### config.mk
export PLATFORM = sky130hd
export DESIGN_NAME = beam_event_arbiter_flat
export DESIGN_NICKNAME = d
export VERILOG_FILES = /design/src/rtl/beam_event_arbiter_if.sv /design/src/rtl/beam_event_arbiter.sv /design/src/flat_wrapper.sv
export SDC_FILE = /design/constraint.sdc
export NUM_CORES = 1
export LEC_CHECK = 0
export CAP_MARGIN = 10
export CORE_MARGIN = 2
export CORE_UTILIZATION = 64
export CTS_CLUSTER_SIZE = 14
export DETAILED_ROUTE_END_ITERATION = 8
export MAX_ROUTING_LAYER = met4
export PLACE_DENSITY = 0.81
export SLEW_MARGIN = 15
export SYNTH_ARGS = -nofsm -noshare
export SYNTH_HDL_FRONTEND = slang
export SYNTH_SLANG_ARGS = --single-unit
### constraint.sdc
create_clock -name clk -period 10.5 [get_ports clk]
set_input_delay 2.625 -clock clk [delete_from_list [all_inputs] [get_ports clk]]
set_output_delay 2.625 -clock clk [all_outputs]
set_load 0.01 [all_outputs]
### src/rtl/beam_event_arbiter_if.sv
// Beam-event handshake bundle: pulse/enable/ack/clear toward the arbiter and
// interrupt, column and overflow back toward the processor side.
interface beam_event_arbiter_if #(
   parameter int NUM_BEAMS = 7,
   parameter int COL_W     = (NUM_BEAMS > 1) ? $clog2(NUM_BEAMS) : 1
);
   logic [NUM_BEAMS-1:0] beam_pulse;
   logic                 enable;
   logic                 event_ack;
   logic                 clear_ovf;
   logic                 FABINT;
   logic [COL_W-1:0]     event_col;
   logic                 event_valid;
   logic                 overflow;

   modport master (output beam_pulse, enable, event_ack, clear_ovf,
                   input  FABINT, event_col, event_valid, overflow);
   modport slave  (input  beam_pulse, enable, event_ack, clear_ovf,
                   output FABINT, event_col, event_valid, overflow);
endinterface

### src/rtl/beam_event_arbiter.sv
// Per-column break-beam lockout and latching, round-robin arbitration, and a
// FABINT/ack handshake that re-pulses the interrupt when the ack is late.
module beam_event_arbiter #(
   parameter int NUM_BEAMS      = 7,
   parameter int LOCKOUT_CYCLES = 100000000,
   parameter int ACK_TIMEOUT    = 1000000,
   parameter int COL_W          = (NUM_BEAMS > 1) ? $clog2(NUM_BEAMS) : 1
) (
   input logic                 clk,
   input logic                 rst,
   beam_event_arbiter_if.slave bus
);
   localparam int LW = $clog2(LOCKOUT_CYCLES + 1);
   localparam int TW = (ACK_TIMEOUT > 1) ? $clog2(ACK_TIMEOUT) : 1;

   localparam logic [1:0] S_IDLE  = 2'd0;
   localparam logic [1:0] S_ISSUE = 2'd1;
   localparam logic [1:0] S_WAIT  = 2'd2;

   logic [1:0]           r_state;
   logic [NUM_BEAMS-1:0] r_pend;
   logic [COL_W-1:0]     r_rr;
   logic [COL_W-1:0]     r_col;
   logic [TW-1:0]        r_tmo;
   logic                 r_ovf;
   logic [LW-1:0]        r_lock [NUM_BEAMS];

   logic [NUM_BEAMS-1:0] w_acc;
   logic [NUM_BEAMS-1:0] w_clr;
   logic [NUM_BEAMS-1:0] w_ovf_hit;
   logic [COL_W-1:0]     w_win;
   logic [COL_W:0]       w_sum;
   logic                 w_ack;

   // Ack only counts while an event is actually outstanding.
   assign w_ack = (r_state == S_WAIT) && bus.event_ack;

   generate
      for (genvar g = 0; g < NUM_BEAMS; g++) begin : g_lane
         assign w_acc[g]     = bus.enable && bus.beam_pulse[g] && (r_lock[g] == '0);
         assign w_clr[g]     = w_ack && (r_col == COL_W'(g));
         // A pulse landing on the column being acked re-arms it rather than overflowing.
         assign w_ovf_hit[g] = w_acc[g] && r_pend[g] && !w_clr[g];

         always_ff @(posedge clk or posedge rst) begin
            if (rst)                 r_lock[g] <= '0;
            else if (!bus.enable)    r_lock[g] <= '0;
            else if (w_acc[g])       r_lock[g] <= LW'(LOCKOUT_CYCLES);
            else if (r_lock[g] != '0) r_lock[g] <= r_lock[g] - 1'b1;
         end
      end
   endgenerate

   // Scan downward so the nearest pending column at or after r_rr is the last write.
   always_comb begin
      w_win = '0;
      w_sum = '0;
      for (int k = NUM_BEAMS - 1; k >= 0; k--) begin
         w_sum = {1'b0, r_rr} + (COL_W + 1)'(k);
         if (w_sum >= (COL_W + 1)'(NUM_BEAMS))
            w_sum = w_sum - (COL_W + 1)'(NUM_BEAMS);
         if (r_pend[w_sum[COL_W-1:0]])
            w_win = w_sum[COL_W-1:0];
      end
   end

   always_ff @(posedge clk or posedge rst) begin
      if (rst) begin
         r_state <= S_IDLE;
         r_pend  <= '0;
         r_rr    <= '0;
         r_col   <= '0;
         r_tmo   <= '0;
      end else if (!bus.enable) begin
         r_state <= S_IDLE;
         r_pend  <= '0;
         r_tmo   <= '0;
      end else begin
         r_pend <= (r_pend & ~w_clr) | w_acc;
         case (r_state)
            S_IDLE: begin
               if (|r_pend) begin
                  r_col   <= w_win;
                  r_state <= S_ISSUE;
               end
            end
            S_ISSUE: begin
               r_tmo   <= '0;
               r_state <= S_WAIT;
            end
            S_WAIT: begin
               if (bus.event_ack) begin
                  r_rr    <= (r_col == COL_W'(NUM_BEAMS - 1)) ? '0 : r_col + 1'b1;
                  r_state <= S_IDLE;
               end else if (r_tmo == TW'(ACK_TIMEOUT - 1)) begin
                  r_state <= S_ISSUE;
               end else begin
                  r_tmo <= r_tmo + 1'b1;
               end
            end
            default: r_state <= S_IDLE;
         endcase
      end
   end

   // Sticky overflow survives a flush; a same-cycle set beats clear_ovf.
   always_ff @(posedge clk or posedge rst) begin
      if (rst)                r_ovf <= 1'b0;
      else if (|w_ovf_hit)    r_ovf <= 1'b1;
      else if (bus.clear_ovf) r_ovf <= 1'b0;
   end

   assign bus.FABINT      = (r_state == S_ISSUE);
   assign bus.event_valid = (r_state == S_ISSUE) || (r_state == S_WAIT);
   assign bus.event_col   = r_col;
   assign bus.overflow    = r_ovf;
endmodule

### src/flat_wrapper.sv
// flat-port wrapper written by rule: the top's interface ports become plain ports
module beam_event_arbiter_flat 
#(
   parameter int NUM_BEAMS      = 7,
   parameter int LOCKOUT_CYCLES = 100000000,
   parameter int ACK_TIMEOUT    = 1000000,
   parameter int COL_W          = (NUM_BEAMS > 1) ? $clog2(NUM_BEAMS) : 1
)
  (clk, rst, bus_beam_pulse, bus_enable, bus_event_ack, bus_clear_ovf, bus_FABINT, bus_event_col, bus_event_valid, bus_overflow);
  beam_event_arbiter_if #(.NUM_BEAMS(NUM_BEAMS), .COL_W(COL_W)) bus_i ();
  input logic clk;
  input logic rst;
  input wire logic [$bits(bus_i.beam_pulse)-1:0] bus_beam_pulse;
  input wire logic [$bits(bus_i.enable)-1:0] bus_enable;
  input wire logic [$bits(bus_i.event_ack)-1:0] bus_event_ack;
  input wire logic [$bits(bus_i.clear_ovf)-1:0] bus_clear_ovf;
  output wire logic [$bits(bus_i.FABINT)-1:0] bus_FABINT;
  output wire logic [$bits(bus_i.event_col)-1:0] bus_event_col;
  output wire logic [$bits(bus_i.event_valid)-1:0] bus_event_valid;
  output wire logic [$bits(bus_i.overflow)-1:0] bus_overflow;
  assign bus_i.beam_pulse = bus_beam_pulse;
  assign bus_i.enable = bus_enable;
  assign bus_i.event_ack = bus_event_ack;
  assign bus_i.clear_ovf = bus_clear_ovf;
  assign bus_FABINT = bus_i.FABINT;
  assign bus_event_col = bus_i.event_col;
  assign bus_event_valid = bus_i.event_valid;
  assign bus_overflow = bus_i.overflow;
  beam_event_arbiter #(.NUM_BEAMS(NUM_BEAMS), .LOCKOUT_CYCLES(LOCKOUT_CYCLES), .ACK_TIMEOUT(ACK_TIMEOUT), .COL_W(COL_W)) u_core (.clk(clk), .rst(rst), .bus(bus_i));
endmodule
# Yosys cells after proc, flatten, opt, wreduce, memory -nomap -nowiden

Cells that the tools add are included.

Magnitude comparators: 14
Mux-type cells: 62
Reduce and logical (&&, ||, !) cells: 67
Eq/ne operators: 21
Bitwise logic cells: 3
Add/sub/neg operators: 22

Operators with widths:

| kind                    | number |
|---|---|
| $mux W27                | 21 |
| $logic_not A27 Y1       | 7 |
| $reduce_bool A27 Y1     | 7 |
| $sub A27 B1 Y27 const B | 7 |
| $mux W20                | 3 |
| $mux W3                 | 15 |
| $pmux W20 S2            | 1 |
| $logic_and A1 B1 Y1     | 36 |
| $lt A3 B4 Y1 const B    | 7 |
| $ge A4 B3 Y1 const B    | 6 |
| $ne A3 B1 Y1 const B    | 8 |
| $bmux W1 S3             | 7 |
| $sub A3 B3 Y3 const B   | 7 |
| $add A20 B1 Y20 const B | 1 |
| $eq A20 B20 Y1 const B  | 1 |
| $reduce_or A7 Y1        | 2 |
| $add A3 B3 Y4 const B   | 3 |
| $eq A3 B3 Y1 const B    | 3 |
| $mux W1                 | 9 |
| $reduce_and A3 Y1       | 3 |
| $add A3 B2 Y4 const B   | 2 |
| $mux W2                 | 4 |
| $and A7 B7 Y7           | 1 |
| $logic_not A1 Y1        | 7 |
| other kinds (19)        | 21 |

Logic and storage cells: 202
Register bits after elaboration: 225

# Longest topological paths before layout

Word-level depth: 12
Mapped depth: 13

# Worst setup path after synthesis

No wires, ideal clock.

Path kind: in2reg
Start: input bus_enable
End: register u_core.r_tmo[17]
Path slack: 6,043 ps
Data required time: 10,431 ps
Data arrival time: 4,387 ps
Cell stages on the path: 7
Cells stage by stage: buf_2 -> nand2_1 -> inv_1 -> a2111oi_0 -> nand3_1 -> or4_1 -> nand3_1

Cells in the longest elaborated chain, start to end: 2

RTL lines:

| what                                                   | line                     | RTL |
|---|---|---|
| from (decl)                                            | flat_wrapper.sv:14       | `input wire logic [$bits(bus_i.enable)-1:0] bus_enable;` |
| $ne A3 B3 Y1 (no line) or $ne A3 B1 Y1 (tied branches) | --                       |  |
| $reduce_and A3 Y1 (no line)                            | --                       |  |
| to (signal assigned)                                   | beam_event_arbiter.sv:98 | `r_tmo <= r_tmo + 1'b1;` |
| to (decl)                                              | beam_event_arbiter.sv:24 | `logic [TW-1:0] r_tmo;` |

Several ways; a longest one is shown, not always the timed one.
A chain may end at the register's enable or synchronous reset.

# Final worst setup path

Same ends and word-level chain as after synthesis.

==> results.ini <==
[synth]
syn-cell-area_sq_um=12880
ys_seq_area_share_pct=43.72
synth_edf_count=0
yosys.cell_count.top_type=dfrtp_1
synthArstFlopShare_pct=100.0
synth_cell_types=74
avgSynthCellArea_sq_um=8.919
synth_common_cells=225 x dfrtp_1, 212 x nor2_1, 126 x o21ai_0
synth_top_area_share_pct=43.72
netlist_instances=1444
syn_nets=1487
synth-warning-count=0
yosys_register_bits=225
synth-main-ff-cell=dfrtp_1
netlist.top_cell.by_area=dfrtp_1
synthTopCellsByArea=dfrtp_1 44%, xnor2_1 6.3%, nor2_1 6.2%

[global_routing]
grt_max_degree=153
antenna_found_initial=0
grt_pass1_vias=10090
grt_pass1_wl_um=47580
grt_use_total_pct=26.93
grt_overflow=0

[critical_path]
path_cells=clkdlybuf4s50_1 -> buf_4 -> nand2_1 -> inv_1 -> a2111oi_0 -> nand3_1 -> or4_1 -> nand3_1
r2r_end=u_core.bus.event_col[1]$_DFFE_PP0P_
reg2reg_from=u_core.r_rr[1]$_DFFE_PP0P_
ff2ff_setup_slack_ps=5570
crit_slowest_cell=a2111oi_0
path_delay_family=simple AND/OR/NAND/NOR gates
required_ps=10950
max_stage_delay_ps=740
reg2reg_depth=10
cp-start-kind=input pin
crit_path_max_fanout=36
cpMostUsedCell=nand3_1
crit_type=in -> reg
worstPathArrival_ps=5610
endpoint_kind=flop
crit_buf_inv=3

[clocking]
clockBufferDepth=3
holdBufCountCts=0
cts.clk_slew.worst_paths_ps=60
root_buffer=clkbuf_16
cts_tree=done
worstSkewPairLatency_ps=510
cts_made_buffers=25
cts.sinks=225
cts_setup_buffers=0
post_cts_resize_count=0
h-tree-depth=1

[cells_and_area]
final-instance-count-excl-fill=1719
diodes=0
drive_gt1_share_pct=5.365
final-seq-area_sq_um=5630
fill_cells=1480
multiInputGateArea_sq_um=6894
nets=1480
area_growth_pct=9.074

[power_and_ir_drop]
p_int_mw=2.699
pwr-share-clk_pct=19.1
p_comb_share_pct=48.8
p_leak_nw=6.034
switching_power_mw=2.007
swShare_pct=42.65
seq_power_share_pct=32.1
irDropWorstVdd_mv=0.2193
power.density_nw_per_um2=335.0

[hold_path]
min_to=u_core.r_lock[150]$_DFFE_PP0P_
min_path_cells=1
hp-class=reg -> reg
hold_start=u_core.r_lock[150]$_DFFE_PP0P_

[timing]
setup_viol=0
fin_crit_sh_pct=49.08
fmax_mhz=194.1
rsz0062_at_grt=false
period_needed_ps=5153
hold_violations=0
tightest_slew_ps=1019
clock_skew_ps=8.114
finalSetupTns_ps=0
relSlewSlack_pct=31.44
slew_viol_final=0

[routing]
wl_per_cell_um=15.97
routed_via_density=6.133
vias=10540
drc_errors=0
wl_um=27450
drtPass1Iterations=5
drtIter0Drc=644
ant_nets=0

[die]
rows=51
ios=18
initial_core_util_pct=65.74
core_area_sq_um=19590
fp.dieArea_sq_um=21270
die_x_um=145.9
die_y_um=145.9

[outcome]
outcome=finished clean

[placement]
place_hpwl_um=17830
placed_cells_incl_taps=1675
io_buffers=17
gp_congestion=0.8771

[run]
maxCapViolations=0

-- cells in the final DEF, fill, tap and decap left out, types with 5 or more instances in the layout --
master           Yosys  final
a211oi_1            13     13
a21oi_1             66     66
a31oi_1             12     12
and2_1               5      5
and3_1              12     12
buf_4                1      5
clkbuf_1            44      7
clkbuf_16            0     25
clkbuf_8             0      5
clkdlybuf4s50_1      0     17
dfrtp_1            225    225
ha_1                29     29
inv_1               35     33
mux2_2               5      5
mux2i_1             24     24
nand2_1            119    119
nand2b_1            20     20
nand3_1             35     35
nand3b_1             8      8
nand4_1             15     15
nor2_1             212    212
nor2b_1             15     15
nor3_1              72     71
nor3b_1             11     11
nor4_1              45     45
o211ai_1             6      6
o21ai_0            126    126
o22ai_1              5      5
o31ai_1              6      6
o41ai_1              8      8
or2_2                9      9
or3_1               22     22
or4_1               15     15
xnor2_1             92     92
xor2_1              45     45
-- through the flow --
stage                     setup WS (ps)  power [mW]  hold WS [ps]  instance area [sq um]  util [%]
after CTS                          5407       4.712         484.4                  14050     71.71
after global placement             5038       3.692         472.3                  13210     67.41
after global routing               5214       5.103         507.8                  14050     71.71
after detailed placement           4949       3.777         476.7                  13210     67.41
after floorplan                    1712       3.315         439.9                  12880         -
final                              5347       4.705         480.6                  14050     71.71
-- flip-flops by register name, indices dropped and copies added (netlist names) --
register,cells
u_core.bus.overflow,1
u_core.r_rr,3
u_core.r_pend,7
u_core.bus.event_col,3
u_core.r_tmo,20
u_core.r_state,2
u_core.r_lock,189
-- power by group through the flow --
| stage | Clock [mW] | Sequential [mW] | Combinational, mW |
|---|---|---|---|
| floorplan | 0 | 1.42 | 1.90 |
| CTS | 0.912 | 1.50 | 2.30 |
| global route | 0.951 | 1.56 | 2.60 |
| detailed placement | 0 | 1.51 | 2.27 |
| finish | 0.897 | 1.51 | 2.30 |
| global placement | 0 | 1.50 | 2.20 |
-- routing by layer --
| layer | share of wire, % | routed length, um | track usage, % |
|---|---|---|---|
| met4 | 2.5 | 694 | 8.725 |
| met5 | 0 | 0 | - |
| met3 | 4.1 | 1132 | 3.323 |
| met2 | 48 | 13140 | 41.75 |
| met1 | 45 | 12490 | 37.27 |
-- final cells by class --
type / count / share of cell area [%]
clock inverter: 7 / 0.8551
inverter: 36 / 1.015
timing repair buffer: 22 / 1.479
tap: 265 / 2.360
clock buffer: 37 / 5.130
multi-input combinational: 1127 / 49.08
sequential: 225 / 40.08
-- worst register-to-register path, cell delays in order (launching register included) --
cell and delay, ps:
dfrtp_1 770, inv_1 340, ha_1 940, clkinv_1 540, xnor2_1 450, mux2i_1 290, o22ai_1 130, a2111oi_0 880
or3b_1 230, a22oi_1 60, a41oi_1 200
-- how the worst max path moves through the flow --
stage | startpoint | to | slack, ps | depth (start not counted)
after floorplan | rst | u_core.bus.event_col[0]$_DFFE_PP0P_ | 1710 | 1
after global placement | bus_enable | u_core.r_tmo[17]$_DFFE_PP0P_ | 5040 | 8
after detailed placement | bus_enable | u_core.r_tmo[19]$_DFFE_PP0P_ | 4950 | 9
after CTS | bus_enable | u_core.r_tmo[19]$_DFFE_PP0P_ | 5410 | 9
after global routing | bus_enable | u_core.r_tmo[19]$_DFFE_PP0P_ | 5210 | 9
final | bus_enable | u_core.r_tmo[17]$_DFFE_PP0P_ | 5350 | 8
-- cell families after synthesis --
group	after synthesis	synth area share (%)
simple gates	642	24.90
compound gates	284	13.14
flops	225	43.72
xor+xnor	137	9.317
buf+inv	92	2.788
mux	33	3.002
fa+ha+maj	31	3.128
Power figures use the tool's default switching activity.
